<file path="src/rtl/ctrl_mc_pkg.sv">
// ctrl_mc_pkg: RISC-V opcode constants, one-hot controller states and opcode class helpers
package ctrl_mc_pkg;
  localparam logic [6:0] OPC_LOAD   = 7'b0000011;
  localparam logic [6:0] OPC_STORE  = 7'b0100011;
  localparam logic [6:0] OPC_BRANCH = 7'b1100011;
  localparam logic [6:0] OPC_JAL    = 7'b1101111;
  localparam logic [6:0] OPC_JALR   = 7'b1100111;
  localparam logic [6:0] OPC_OP     = 7'b0110011;
  localparam logic [6:0] OPC_OP_IMM = 7'b0010011;
  localparam logic [6:0] OPC_LUI    = 7'b0110111;
  localparam logic [6:0] OPC_AUIPC  = 7'b0010111;
  typedef enum logic [5:0] {
    S_IDLE   = 6'b000001,
    S_FETCH  = 6'b000010,
    S_DECODE = 6'b000100,
    S_MEM    = 6'b001000,
    S_WB     = 6'b010000,
    S_TRAP   = 6'b100000
  } state_e;
  function automatic logic is_mem_op(input logic [6:0] op);
    return op == OPC_LOAD || op == OPC_STORE;
  endfunction
  function automatic logic is_wb_op(input logic [6:0] op);
    return op inside {OPC_BRANCH, OPC_JAL, OPC_JALR, OPC_OP, OPC_OP_IMM, OPC_LUI, OPC_AUIPC};
  endfunction
  function automatic logic writes_reg(input logic [6:0] op);
    return op inside {OPC_LOAD, OPC_OP, OPC_OP_IMM, OPC_LUI, OPC_AUIPC, OPC_JAL, OPC_JALR};
  endfunction
  function automatic logic takes_branch(input logic [6:0] op);
    return op inside {OPC_BRANCH, OPC_JAL, OPC_JALR};
  endfunction
endpackage

</file>
<file path="src/rtl/ctrl_timer.sv">
// ctrl_timer: wait-cycle counter that runs while enabled and flags the last allowed cycle
module ctrl_timer #(
  parameter int TIMER_W = 8,
  parameter int LIMIT = 16
) (
  input  logic clk,
  input  logic rst,
  input  logic en,
  output logic expired
);
  logic [TIMER_W-1:0] cnt_q, cnt_d;
  always_comb cnt_d = en ? cnt_q + TIMER_W'(1) : '0;
  always_ff @(posedge clk) cnt_q <= rst ? '0 : cnt_d;
  assign expired = (LIMIT != 0) && en && (cnt_q == TIMER_W'(LIMIT - 1));
endmodule

</file>
<file path="src/rtl/ctrl_mc.sv">
// ctrl_mc: multi-cycle fetch/decode/mem/writeback controller with wait timeout and sticky trap
module ctrl_mc
  import ctrl_mc_pkg::*;
#(
  parameter int MEM_TIMEOUT = 16,
  parameter int TIMER_W = 8,
  parameter int CNT_W = 32
) (
  input  logic             CLK,
  input  logic             RES,
  input  logic [6:0]       INSTR,
  input  logic             INSTR_VALID,
  input  logic             DATA_VALID,
  output logic             INSTR_REQ,
  output logic             DATA_REQ,
  output logic             DATA_WRITE_ENABLE,
  output logic             REG_WRITE,
  output logic             BRANCH,
  output logic             TRAP,
  output logic [CNT_W-1:0] RETIRE_CNT
);
  state_e state_q, state_d;
  logic [6:0] opcode_q, opcode_d;
  logic [CNT_W-1:0] retire_cnt_q, retire_cnt_d;
  logic waiting, expired;
  assign waiting = state_q == S_FETCH || state_q == S_MEM;
  ctrl_timer #(.TIMER_W(TIMER_W), .LIMIT(MEM_TIMEOUT)) u_timer (
    .clk(CLK),
    .rst(RES),
    .en(waiting),
    .expired(expired)
  );
  always_comb begin
    state_d = state_q;
    opcode_d = opcode_q;
    case (state_q)
      S_IDLE:   state_d = S_FETCH;
      S_FETCH: begin
        state_d = INSTR_VALID ? S_DECODE : expired ? S_TRAP : S_FETCH;
        opcode_d = INSTR_VALID ? INSTR : opcode_q;
      end
      S_DECODE: state_d = is_mem_op(opcode_q) ? S_MEM : is_wb_op(opcode_q) ? S_WB : S_TRAP;
      S_MEM:    state_d = DATA_VALID ? S_WB : expired ? S_TRAP : S_MEM;
      S_WB:     state_d = S_FETCH;
      default:  state_d = S_TRAP;
    endcase
    retire_cnt_d = retire_cnt_q + CNT_W'(state_d == S_WB);
  end
  always_ff @(posedge CLK) begin
    if (RES) begin
      state_q <= S_IDLE;
      opcode_q <= '0;
      retire_cnt_q <= '0;
    end else begin
      state_q <= state_d;
      opcode_q <= opcode_d;
      retire_cnt_q <= retire_cnt_d;
    end
  end
  assign INSTR_REQ = state_q == S_FETCH;
  assign DATA_REQ = state_q == S_MEM;
  assign DATA_WRITE_ENABLE = state_q == S_MEM && opcode_q == OPC_STORE;
  assign REG_WRITE = state_q == S_WB && writes_reg(opcode_q);
  assign BRANCH = state_q == S_WB && takes_branch(opcode_q);
  assign TRAP = state_q == S_TRAP;
  assign RETIRE_CNT = retire_cnt_q;
endmodule

</file>
<file path="config.mk">
export PLATFORM = sky130hd
export DESIGN_NAME = ctrl_mc
export DESIGN_NICKNAME = d
export VERILOG_FILES = /design/src/rtl/ctrl_mc_pkg.sv /design/src/rtl/ctrl_timer.sv /design/src/rtl/ctrl_mc.sv
export SDC_FILE = /design/constraint.sdc
export NUM_CORES = 1
export LEC_CHECK = 0
export CORE_MARGIN = 1.5
export CORE_UTILIZATION = 45
export CTS_BUF_LIST = sky130_fd_sc_hd__clkbuf_8
export DETAILED_ROUTE_END_ITERATION = 16
export PLACE_DENSITY_LB_ADDON = 0.15
export SLEW_MARGIN = 20
export SYNTH_ARGS = -nofsm -noshare
export SYNTH_HDL_FRONTEND = slang
export SYNTH_SLANG_ARGS = --single-unit
</file>
<file path="constraint.sdc">
create_clock -name CLK -period 5 [get_ports CLK]
set_clock_uncertainty 0.15 [all_clocks]
set_input_delay 0.75 -clock CLK [delete_from_list [all_inputs] [get_ports CLK]]
set_output_delay 0.75 -clock CLK [all_outputs]
set_load 0.02 [all_outputs]
</file>
==> results_dict.tcl, run 1 <==
set metrics [dict create \
    worstHoldStart "u_timer.cnt_q[0]" \
    grt_first_pass_wirelength_um 9032 \
    cts_hold_buffers 0 \
    syn_avg_cell_area_um2 8.561 \
    setup_ws_ps 1336 \
    cts_tree "yes" \
    cts_setup_buffers 0 \
    fmax_ghz 0.2729 \
    hold_end "u_timer.cnt_q[0]" \
    cellPowerDensity_nw_per_um2 243.0 \
    synthFlopType "dfxtp_1" \
    clock_path_buffers 2 \
    syn_inst 292 \
    dieArea_um2 6012 \
    die_y_um 77.54 \
    ant_nets 0 \
    cts_buffers 5 \
    grt.met2_usage_pct 27.89 \
    p_int_uw 600.4 \
    preCtsSetupSlack_ps 1347 \
    top_usage_layer "met2" \
    yosysWarnings 0 \
    ir_worst_vdd_v 0.0001893 \
    worst_path_dominant_cell_family "simple AND/OR/NAND/NOR gates" \
    status "completed" \
    max_slew_margin_pct 63.25 \
    cp.buffers_inverters 1 \
    syn_to_final_growth_pct 25.08 \
    crit_required_ps 5060 \
    hpwl_um 3686 \
    r2r_slack_ps 1340 \
    yosys_register_bits 53 \
    slew_violations 0 \
    n_fill_cell 480 \
    cp_slowest_stage_delay_ps 600 \
    rr_startpoint "state_q[0]" \
    drt-pass1-iter-count 4 \
    crit_chain "or4_1, or3b_2, inv_1, a32o_1, ha_1, ha_1, nand2_1, or4_4, nor4_1, mux2_2" \
    clkTransAtPathRegs_ps 90 \
    pin_count 49 \
    synth.most_common_cell "dfxtp_1" \
    netlist_area_um2 2500 \
    synth_nets 306 \
    grt_setup_unrepaired "false" \
    fin_crit_ps 3664 \
    die_w_um 77.54 \
    hp-class "register to register" \
    power.share.switching_pct 20.99 \
    routabilityCongestion 0.8589 \
    synthArstFlopShare_pct 0 \
    core_area_um2 5238 \
    grt_pass1_vias 1952 \
    port_buffers 48 \
    start_util_pct 47.73 \
    timing.rr.end "RETIRE_CNT[28]" \
    gr-usage-met3_pct 4.471 \
    maxCapViolCount 0 \
    cp_slowest_cell "or4_1" \
    vias 2196 \
    overflow 0 \
    placed_cell_area_um2 3015 \
    synthTopCellsByArea "dfxtp_1 (42%), nor2_1 (6.5%), or4_1 (4.5%)" \
    p_leak_uw 0.001092 \
    crit_arrival_ps 3720 \
    antenna_found_initial 0 \
    final_nets 350 \
    p_seq_share_pct 56.3 \
    critical_path_class "register to register" \
    reg2reg_depth 10 \
    worst_pin_slew_ps 551.2 \
    drtIter0Drc 84 \
    finalSetupTns_ps 0 \
    path_common_cell "ha_1" \
    synth_top_area_share_pct 42.44 \
    fin_area_um2 3127 \
    synth_edf_count 0 \
    grt_usage_pct 18.52 \
    use_met1_pct 25.73 \
    combinationalPowerShare_pct 4.0 \
    setup_viol 0 \
    vias_per_cell 5.396 \
    whs_path_depth 1 \
    ctsResizeCount 0 \
    drive_gt1_share_pct 5.638 \
    htree_levels 2 \
    clk_latency_ps 310 \
    path_max_fanout 16 \
    cts_root_buf "clkbuf_8" \
    cp-end-kind "register" \
    diodes 0 \
    wl_um 5217 \
    cts_sinks 53 \
    drc 0 \
    start_kind "register" \
    netlist-cell-type-count 41 \
    ys_seq_area_share_pct 42.44 \
    finalHoldViolCount 0 \
    ys_top_cells_by_count "dfxtp_1 (53), nor2_1 (43), nand2_1 (21)" \
    rows 26 \
    final.period_utilization_pct 73.28 \
    grt_max_degree 32 \
    wire_per_inst_um 12.82 \
    p_sw_uw 159.5 \
    synth_area_leader_cell "dfxtp_1" \
    clkPwrFrac_pct 39.7 \
]
-- placed cells by master, fill, tap and decap left out, types with 3 or more instances in the layout --
cell,n
dfxtp_1,53
clkdlybuf4s50_1,47
nor2_1,43
nand2_1,21
a21oi_1,19
or4_1,15
nand3_1,13
xnor2_1,11
o21ai_0,10
nor3_1,9
o31ai_1,9
nor2b_1,8
inv_1,8
or3_1,8
mux2i_1,7
xor2_1,6
clkbuf_8,6
nand4_1,5
mux2_2,5
nor4_1,3
and2_1,3
ha_1,3
-- flip-flops by register name, summed over array words and instances (netlist names) --
register / cells
state_q: 6
u_timer.cnt_q: 8
opcode_q: 7
RETIRE_CNT: 32
-- final cells by class --
type                    count  area [µm²]  share of cell area [%]
multi-input cells         220        1353                   43.26
well taps                  70       87.58                   2.801
clock inverters             2       33.78                   1.080
clock buffers               6       82.58                   2.641
repair buffers             49       483.0                   15.45
inverters                   7       26.28                  0.8403
flip-flops and latches     53        1061                   33.93
-- worst register-to-register path, stage by stage, from the launching register on --
cell	delay [ps]
dfxtp_1	360
or4_1	600
or3b_2	540
inv_1	100
a32o_1	150
ha_1	170
ha_1	190
nand2_1	100
or4_4	530
nor4_1	300
mux2_2	370
-- worst max path at each step --
stage | from | end | slack, ps | cells after the start
after floorplan | state_q[4] | RETIRE_CNT[30] | 1380 | 13
after global placement | state_q[0] | RETIRE_CNT[28] | 1480 | 10
after detailed placement | state_q[0] | RETIRE_CNT[28] | 1350 | 10
after CTS | state_q[0] | RETIRE_CNT[28] | 1330 | 10
after global routing | state_q[0] | RETIRE_CNT[28] | 1120 | 10
final | state_q[0] | RETIRE_CNT[28] | 1340 | 10
-- kinds of logic after synthesis --
group                      count (synthesis)  share of synthesized area (%)
AOI/OAI and AO/OA                         44                          10.51
xor gates and xnor gates                  17                          5.956
adders and majority gates                  3                          1.502
buffers and inverters                     19                          3.454
DFF                                       53                          42.44
muxes                                     12                          5.055
and+or+nand+nor                          144                          31.08
-- power groups by stage --
stage                     Sequential (µW)  Clock (µW)  Combinational, µW
after floorplan                       436           0               17.4
after global routing                  428         330               33.7
after CTS                             428         310               31.1
after global placement                437           0               31.0
after detailed placement              437           0               30.9
final                                 428         302               30.4
-- stage by stage --
stage	instances	hold WS, ps	util, %	total power (µW)
after floorplan	292	267.5	-	453.8
after global placement	399	277.3	57.57	468.2
after detailed placement	399	290.5	57.57	468.2
after CTS	407	311.1	59.79	768.4
after global routing	407	343.2	59.70	791.8
final	407	307.1	59.70	759.9
-- metal layers --
metal  wire [µm]  up-vias
li1            -     1130
met1        2606     1000
met2        2273       62
met3         281        4
met4          57        0
met5           0        -
(Power assumes the default switching activity.)
==> inputs of run 2 (changes only) <==
- clock period: 5 -> 3.2 ns (I/O delays scaled with it)
==> run 2 against run 1 <==
Compared with the run above:
- the run now ends with setup timing left
- maximum frequency grew 13%
- flip-flop and latch count is the same
- clock-buffer cell count is the same
- final cell count grew 3.7%
- clock power grew 59%
- hold slack is essentially flat
- sequential share of layout area shrank 2.4 points
- non-clock buffer count grew 14
- highest routed layer unchanged
==> results_dict.tcl, run 2 (synthesis results as in run 1) <==
set metrics [dict create \
    status "complete, but fails checks" \
    violations "setup timing" \
    critical_path_class "register to register" \
    holdWs_ps 307.0 \
    syn_to_final_growth_pct 34.83 \
    whs_path_depth 1 \
    start_util_pct 47.73 \
    clk_latency_ps 310 \
    ir_worst_vdd_v 0.0002704 \
    hp-class "register to register" \
    rr_startpoint "state_q[1]" \
    fmax_ghz 0.3078 \
    clock_path_buffers 2 \
    cts_buffers 5 \
    drtIter0Drc 128 \
    start_kind "register" \
    p_seq_share_pct 55.4 \
    hpwl_um 3895 \
    r2r_slack_ps -50 \
    setup_ws_ps -49.09 \
    crit_required_ps 3260 \
    drive_gt1_share_pct 15.34 \
    cp-end-kind "register" \
    cts_hold_buffers 0 \
    p_leak_uw 0.001235 \
    finalHoldViolCount 0 \
    wire_per_inst_um 13.64 \
    clkPwrFrac_pct 39.9 \
    cellPowerDensity_nw_per_um2 357.0 \
    pin_count 49 \
    drt-pass1-iter-count 4 \
    p_sw_uw 257.1 \
    dieArea_um2 6012 \
    grt_setup_unrepaired "true" \
    crit_end "RETIRE_CNT[26]" \
    die_y_um 77.54 \
    n_fill_cell 475 \
    fin_crit_ps 3249 \
    cp.buffers_inverters 1 \
    timing.rr.end "RETIRE_CNT[26]" \
    slew_violations 0 \
    cts_root_buf "clkbuf_8" \
    grt_pass1_vias 2040 \
    final.period_utilization_pct 101.5 \
    layout_commonest_cell "dfxtp_1" \
    vias 2296 \
    antenna_found_initial 0 \
    maxCapViolCount 0 \
    utilization_pct 64.36 \
    diodes 0 \
    power.share.switching_pct 21.37 \
    worst_path_dominant_cell_family "simple AND/OR/NAND/NOR gates" \
    finalSetupTns_ps -170.3 \
    p_int_uw 946.3 \
    final_cell_mix "dfxtp_1 (51), clkdlybuf4s50_1 (46), nor2_1 (43)" \
    clkTransAtPathRegs_ps 100 \
    cts_sinks 53 \
    vias_per_cell 5.441 \
    drc 0 \
    combinationalPowerShare_pct 4.7 \
    cp.depth 10 \
    path_max_fanout 7 \
    startpoint "state_q[1]" \
    setup_viol 6 \
    rows 26 \
    cts_tree "yes" \
    core_area_um2 5238 \
    routabilityCongestion 0.8281 \
    cp_slowest_cell "or4_4" \
    ant_nets 0 \
    overflow 0 \
    wl_um 5758 \
    max_slew_margin_pct 62.36 \
    worst_pin_slew_ps 564.6 \
    final_nets 365 \
    crit_arrival_ps 3310 \
    largest_reg_flops 32 \
    reg2reg_depth 10 \
    grt_max_degree 31 \
    grt_first_pass_wirelength_um 9342 \
    htree_levels 2 \
    port_buffers 48 \
    cp_slowest_stage_delay_ps 590 \
    crit_chain "or4_4, or3b_4, inv_4, a32o_2, ha_4, ha_4, nand2_4, or4_4, nor3_2, mux2_4" \
    die_w_um 77.54 \
    grt_usage_pct 19.31 \
]
[run 2: changes by cell type in the layout (fill, tap and decap cells not counted), sizes merged]
| cell | change |
|---|---|
| inv | -1 |
| buf | +14 |
| clkinvlp | +1 |
| dlymetal6s2s | +1 |
| clkdlybuf4s50 | -1 |
| or4 | +1 |
[run 2: power by group through the flow]
stage / clock (µW) / combinational (µW) / sequential, µW
after floorplan: 0 / 28.2 / 682
after global placement: 0 / 55.6 / 682
after detailed placement: 0 / 56.1 / 682
after CTS: 489 / 56.5 / 667
after global routing: 522 / 61.8 / 667
final: 480 / 56.7 / 667
[run 2: metrics by stage]
step,instances,worst slack (ps),cell area (µm²),power (µW)
floorplan,292,-101.4,2550,710.6
global placement,412,20.68,3148,737.3
detailed placement,412,-47.11,3148,738.2
CTS,421,-38.54,3281,1212
global route,422,-158.3,3371,1251
finish,422,-49.09,3371,1203
[run 2: final cells by class]
type / instances / area [µm²] / share of cell area, %
timing repair buffer: 63 / 594.3 / 17.63
tap: 70 / 87.58 / 2.598
clock inverter: 2 / 37.54 / 1.114
multi-input combinational: 221 / 1476 / 43.80
sequential: 53 / 1064 / 31.55
inverter: 7 / 28.78 / 0.8537
clock buffer: 6 / 82.58 / 2.450
[run 2: how the worst min path moves through the flow]
stage                     start                to  slack [ps]
2_1_floorplan  u_timer.cnt_q[0]  u_timer.cnt_q[0]         270
3_3_place_gp   u_timer.cnt_q[0]  u_timer.cnt_q[0]         280
3_5_place_dp   u_timer.cnt_q[0]  u_timer.cnt_q[0]         300
4_1_cts        u_timer.cnt_q[0]  u_timer.cnt_q[0]         310
5_1_grt        u_timer.cnt_q[0]  u_timer.cnt_q[0]         330
6_report       u_timer.cnt_q[0]  u_timer.cnt_q[0]         310
[run 2: per-layer routing]
layer  part of all wire (%)  GRT usage (%)  routed length (µm)
met1                     49          25.37                2836
met2                     45          30.70                2575
met3                    4.5          5.294                 259
met4                    1.5          6.182                  85
met5                      0              0                   0
[run 2: worst reg2reg max path, cell delays in order, from the launching register on]
cell,delay [ps]
dfxtp_2,330
or4_4,550
or3b_4,430
inv_4,60
a32o_2,150
ha_4,150
ha_4,140
nand2_4,50
or4_4,590
nor3_2,230
mux2_4,310
[run 2: timing repair]
item | CTS | global route
gates resized for setup | 2 | 17
cloned | 0 | 1
setup buffers | 1 | 0
endpoints found under the hold margin | 0 | 0
setup endpoints to repair | 7 | 15
pin swaps | 0 | 9
==> RTL change 1, RTL diff (config.mk and constraints of run 2) <==
`TIMER_W` is set to 8 in 2 places; all go to 12.
--- a/src/rtl/ctrl_timer.sv
+++ b/src/rtl/ctrl_timer.sv
@@ -2,3 +2,3 @@
 module ctrl_timer #(
-  parameter int TIMER_W = 8,
+  parameter int TIMER_W = 12,
   parameter int LIMIT = 16
--- a/src/rtl/ctrl_mc.sv
+++ b/src/rtl/ctrl_mc.sv
@@ -5,3 +5,3 @@
   parameter int MEM_TIMEOUT = 16,
-  parameter int TIMER_W = 8,
+  parameter int TIMER_W = 12,
   parameter int CNT_W = 32
Function: same outputs for any inputs over 10 cycles, from zero or initial values; that may be too few to reach the edited logic, so the function may still have changed.
==> RTL change 1 against run 2 <==
  * Sequential share of layout area grew 0.81 points
  * Setup slack gained 0.17 ns
  * Core utilization shrank 4.4 points
  * Worst hold slack gained 0.023 ns
  * Critical path type unchanged
  * Total power grew 19%
  * Synthesized area grew 8.8%
  * Cell area grew 4.7%
  * Sequential cell count grew 4
  * Non-clock buffer count shrank 7
  * Via count grew 4.5%
  * Largest power group unchanged
  * Largest cell class unchanged
  * Fmax grew 5.5%
  * First-iteration DRC count shrank 34%
  * Wire length grew 5.2%
==> RTL change 1: results (changes against run 2) <==
| Metric | Value |
|---|---|
| Outcome | `finished, final reports clean` |
| Last element of the critical path | `RETIRE_CNT[28]$_SDFF_PP0_` |
| Largest net degree at the start of global routing | `38 (+23%)` |
| First-pass GRT wire length | `9690 um (+3.7%)` |
| Clk cell area share | `5.53% (+2.0 points)` |
| P_seq | `0.000716 W (+7.3%)` |
| Worst slew pin tran | `0.659 ns (+0.0941 ns)` |
| Post-route cell area | `0.00353 mm^2 (+4.7%)` |
| Synthesized Nets | `328 (+7.2%)` |
| Final nets | `381 (+4.4%)` |
| Max FO, Critical Path | `4 (-3)` |
| GP Congestion | `0.860 (+3.9%)` |
| Post-synth top cells | `dfxtp_1 (57), nor2_1 (51), nand2_1 (20)` |
| DRT iter0 DRCs | `85 (-34%)` |
| Sw frac | `20.9% (-0.49 points)` |
| Non-CTS buffers | `56 (-11%)` |
| Comb_multi_in | `235 (+6.3%)` |
| Total track usage | `19.5% (+0.15 points)` |
| Post-synthesis sequential area ratio | `42.0% (-0.47 points)` |
| FILL cells | `542 (+14%)` |
| Worst-Skew Late Latency | `0.33 ns (+0.02 ns)` |
| Worst VDD drop | `0.245 mV (-9.2%)` |
| Vias | `2399 (+4.5%)` |
| Gate power share | `3.4% (-1.3 points)` |
| DP Wirelength | `4100 um (+5.4%)` |
| Buffering overhead | `15.2% (-2.5 points)` |
| Inverters | `8 (+1)` |
| Sequential power share | `50.2% (-5.2 points)` |
==> RTL change 1: cell families (layout without fill, tap and decap cells) <==
group	Yosys count	in the layout	share of synthesized area, %
fa+ha+maj	3	3	1.38
simple gates	163	163	32.4
mux	14	14	5.48
xor+xnor	26	26	8.38
buf+inv	22	79	3.45
compound gates	29	29	6.95
flops	57	57	42.0
==> RTL change 1: worst min-delay path by stage <==
stage	startpoint	to	slack, ns	cells past startpoint
2_1_floorplan	u_timer.cnt_q[0]$_SDFF_PP0_	u_timer.cnt_q[0]$_SDFF_PP0_	0.28	1
5_1_grt	u_timer.cnt_q[0]$_SDFF_PP0_	u_timer.cnt_q[0]$_SDFF_PP0_	0.34	1
4_1_cts	u_timer.cnt_q[0]$_SDFF_PP0_	u_timer.cnt_q[0]$_SDFF_PP0_	0.33	1
3_3_place_gp	u_timer.cnt_q[0]$_SDFF_PP0_	u_timer.cnt_q[0]$_SDFF_PP0_	0.29	1
6_report	u_timer.cnt_q[0]$_SDFF_PP0_	u_timer.cnt_q[0]$_SDFF_PP0_	0.33	1
3_5_place_dp	u_timer.cnt_q[0]$_SDFF_PP0_	u_timer.cnt_q[0]$_SDFF_PP0_	0.32	1
==> RTL change 1: routing by layer <==
layer	GRT usage (%)	wire, um	vias to the layer above
met1	25.4	2860	1111
met4	12.8	150	0
li1	-	-	1219
met2	29.1	2770	56
met5	0	0	-
met3	4.04	280	13
==> RTL change 1: metrics by stage <==
step,std cells,setup slack (ns),hold WS (ns)
4_1_cts,445,0.0147,0.331
6_report,446,0.121,0.330
5_1_grt,446,-0.0342,0.343
3_5_place_dp,430,0.0359,0.317
3_3_place_gp,430,0.125,0.293
2_1_floorplan,314,0.0136,0.280
==> RTL change 2, RTL diff (flow settings as in run 2) <==
Without the edit above. Register the outputs `INSTR_REQ`, `DATA_REQ`, `DATA_WRITE_ENABLE`, `REG_WRITE`, `BRANCH` and `TRAP`, without a reset; this adds one clock of latency there. The other outputs are not delayed to match.
--- a/src/rtl/ctrl_mc.sv
+++ b/src/rtl/ctrl_mc.sv
@@ -59,8 +59,10 @@
   end
-  assign INSTR_REQ = state_q == S_FETCH;
-  assign DATA_REQ = state_q == S_MEM;
-  assign DATA_WRITE_ENABLE = state_q == S_MEM && opcode_q == OPC_STORE;
-  assign REG_WRITE = state_q == S_WB && writes_reg(opcode_q);
-  assign BRANCH = state_q == S_WB && takes_branch(opcode_q);
-  assign TRAP = state_q == S_TRAP;
+  always_ff @(posedge CLK) begin
+    INSTR_REQ         <= state_q == S_FETCH;
+    DATA_REQ          <= state_q == S_MEM;
+    DATA_WRITE_ENABLE <= state_q == S_MEM && opcode_q == OPC_STORE;
+    REG_WRITE         <= state_q == S_WB && writes_reg(opcode_q);
+    BRANCH            <= state_q == S_WB && takes_branch(opcode_q);
+    TRAP              <= state_q == S_TRAP;
+  end
   assign RETIRE_CNT = retire_cnt_q;
Formal check against the unedited RTL: not equivalent (Yosys sat finds a counterexample within 4 cycles, from zero or initial values).
==> RTL change 2 against run 2 <==
  * Setup slack better by 0.093 ns
  * Sequential cell count increased by 6
  * Critical path depth stayed put
  * Wire length increased by 0.42%
  * Worst hold slack worse by 0.0083 ns
  * Cell area up 3.2%
  * Total power up 13%
  * Synthesized area increased by 4.8%
  * Critical endpoint is now RETIRE_CNT[16]$_SDFF_PP0_
  * Highest routed layer unchanged
==> RTL change 2: results (changes against run 2) <==
| Metric | Value |
|---|---|
| DRT iter0 DRCs | `81 (-37%)` |
| P_int | `0.00107 W (+13%)` |
| CP max stage delay | `0.55 ns (-0.04 ns)` |
| Post-synth top cells | `dfxtp_1 (59), nor2_1 (43), nand2_1 (21)` |
| Last element of the critical path | `RETIRE_CNT[16]$_SDFF_PP0_` |
| Worst VDD drop | `0.266 mV (-1.5%)` |
| Area fraction in compound gates after synthesis | `10.0% (-0.48 points)` |
| Final nets | `374 (+2.5%)` |
| Vias in the first global route | `2128 (+4.3%)` |
| Synth area leaders | `dfxtp_1 (45%), nor2_1 (6.2%), or4_1 (4.3%)` |
| Lkg Pwr | `1.26 nW (+2.3%)` |
| Post-Synth Adder-Cell Area | `1.43% (-0.069 points)` |
| First-pass GRT wire length | `9560 um (+2.4%)` |
| Placed Cells incl. Taps | `419 (+1.7%)` |
| GP Congestion | `0.819 (-1.1%)` |
| Post-synthesis xor/xnor area fraction | `5.68% (-0.27 points)` |
| Via density | `5.36 (-1.5%)` |
| P_comb | `0.0000565 W (about the same)` |
| R2R Path End | `RETIRE_CNT[16]$_SDFF_PP0_` |
| Cell area power density | `391 mW/mm^2 (+9.6%)` |
| Post-synthesis sequential area ratio | `45.1% (+2.6 points)` |
| Reg2reg setup slack | `0.04 ns (+0.09 ns)` |
| Worst-Skew Late Latency | `0.33 ns (+0.02 ns)` |
| Max FO, Critical Path | `6 (-1)` |
| H-tree depth | `3 (+1)` |
| Largest net degree at the start of global routing | `21 (-32%)` |
| CP arrival | `3.27 ns (-0.04 ns)` |
| DP Wirelength | `3920 um (+0.72%)` |
| Synthesized Nets | `312 (+2.0%)` |
| Reg clk slew, reported paths | `0.06 ns (-0.04 ns)` |
| Outcome | `finished, final reports clean` |
| CTS Buf Count | `9 (+4)` |
| Pre-CTS setup slack | `-0.0675 ns (-0.0204 ns)` |
| FILL cells | `509 (+7.2%)` |
[RTL change 2: cell families after synthesis]
| logic type | Yosys count |
|---|---|
| and+or+nand+nor | 144 |
| DFF | 59 |
| AOI/OAI and AO/OA | 44 |
| buffers and inverters | 19 |
| xor gates and xnor gates | 17 |
| muxes | 12 |
| adders and majority gates | 3 |
[RTL change 2: cell type report]
class	instances	area, um^2	share of cell area [%]
clock buffer	11	151	4.35
clock inverter	1	3.75	0.108
tap	72	90.1	2.59
sequential	59	1180	34.0
multi-input combinational	221	1440	41.4
inverter	7	26.3	0.755
timing repair buffer	62	586	16.8
[RTL change 2: layer usage]
layer	wire (um)	part of all wire (%)	global-route usage, %	up-vias
met5	0	0	0	-
met4	107	1.9	10.5	0
met3	259	4.5	4.14	10
met2	2490	43	29.4	51
met1	2920	51	25.8	1077
li1	-	-	-	1182
[RTL change 2: what timing repair did]
action | in CTS | in global routing
gates cloned | 0 | 1
resized for setup | 4 | 5
endpoints found under the setup margin | 9 | 11
buffers inserted | 1 | 0
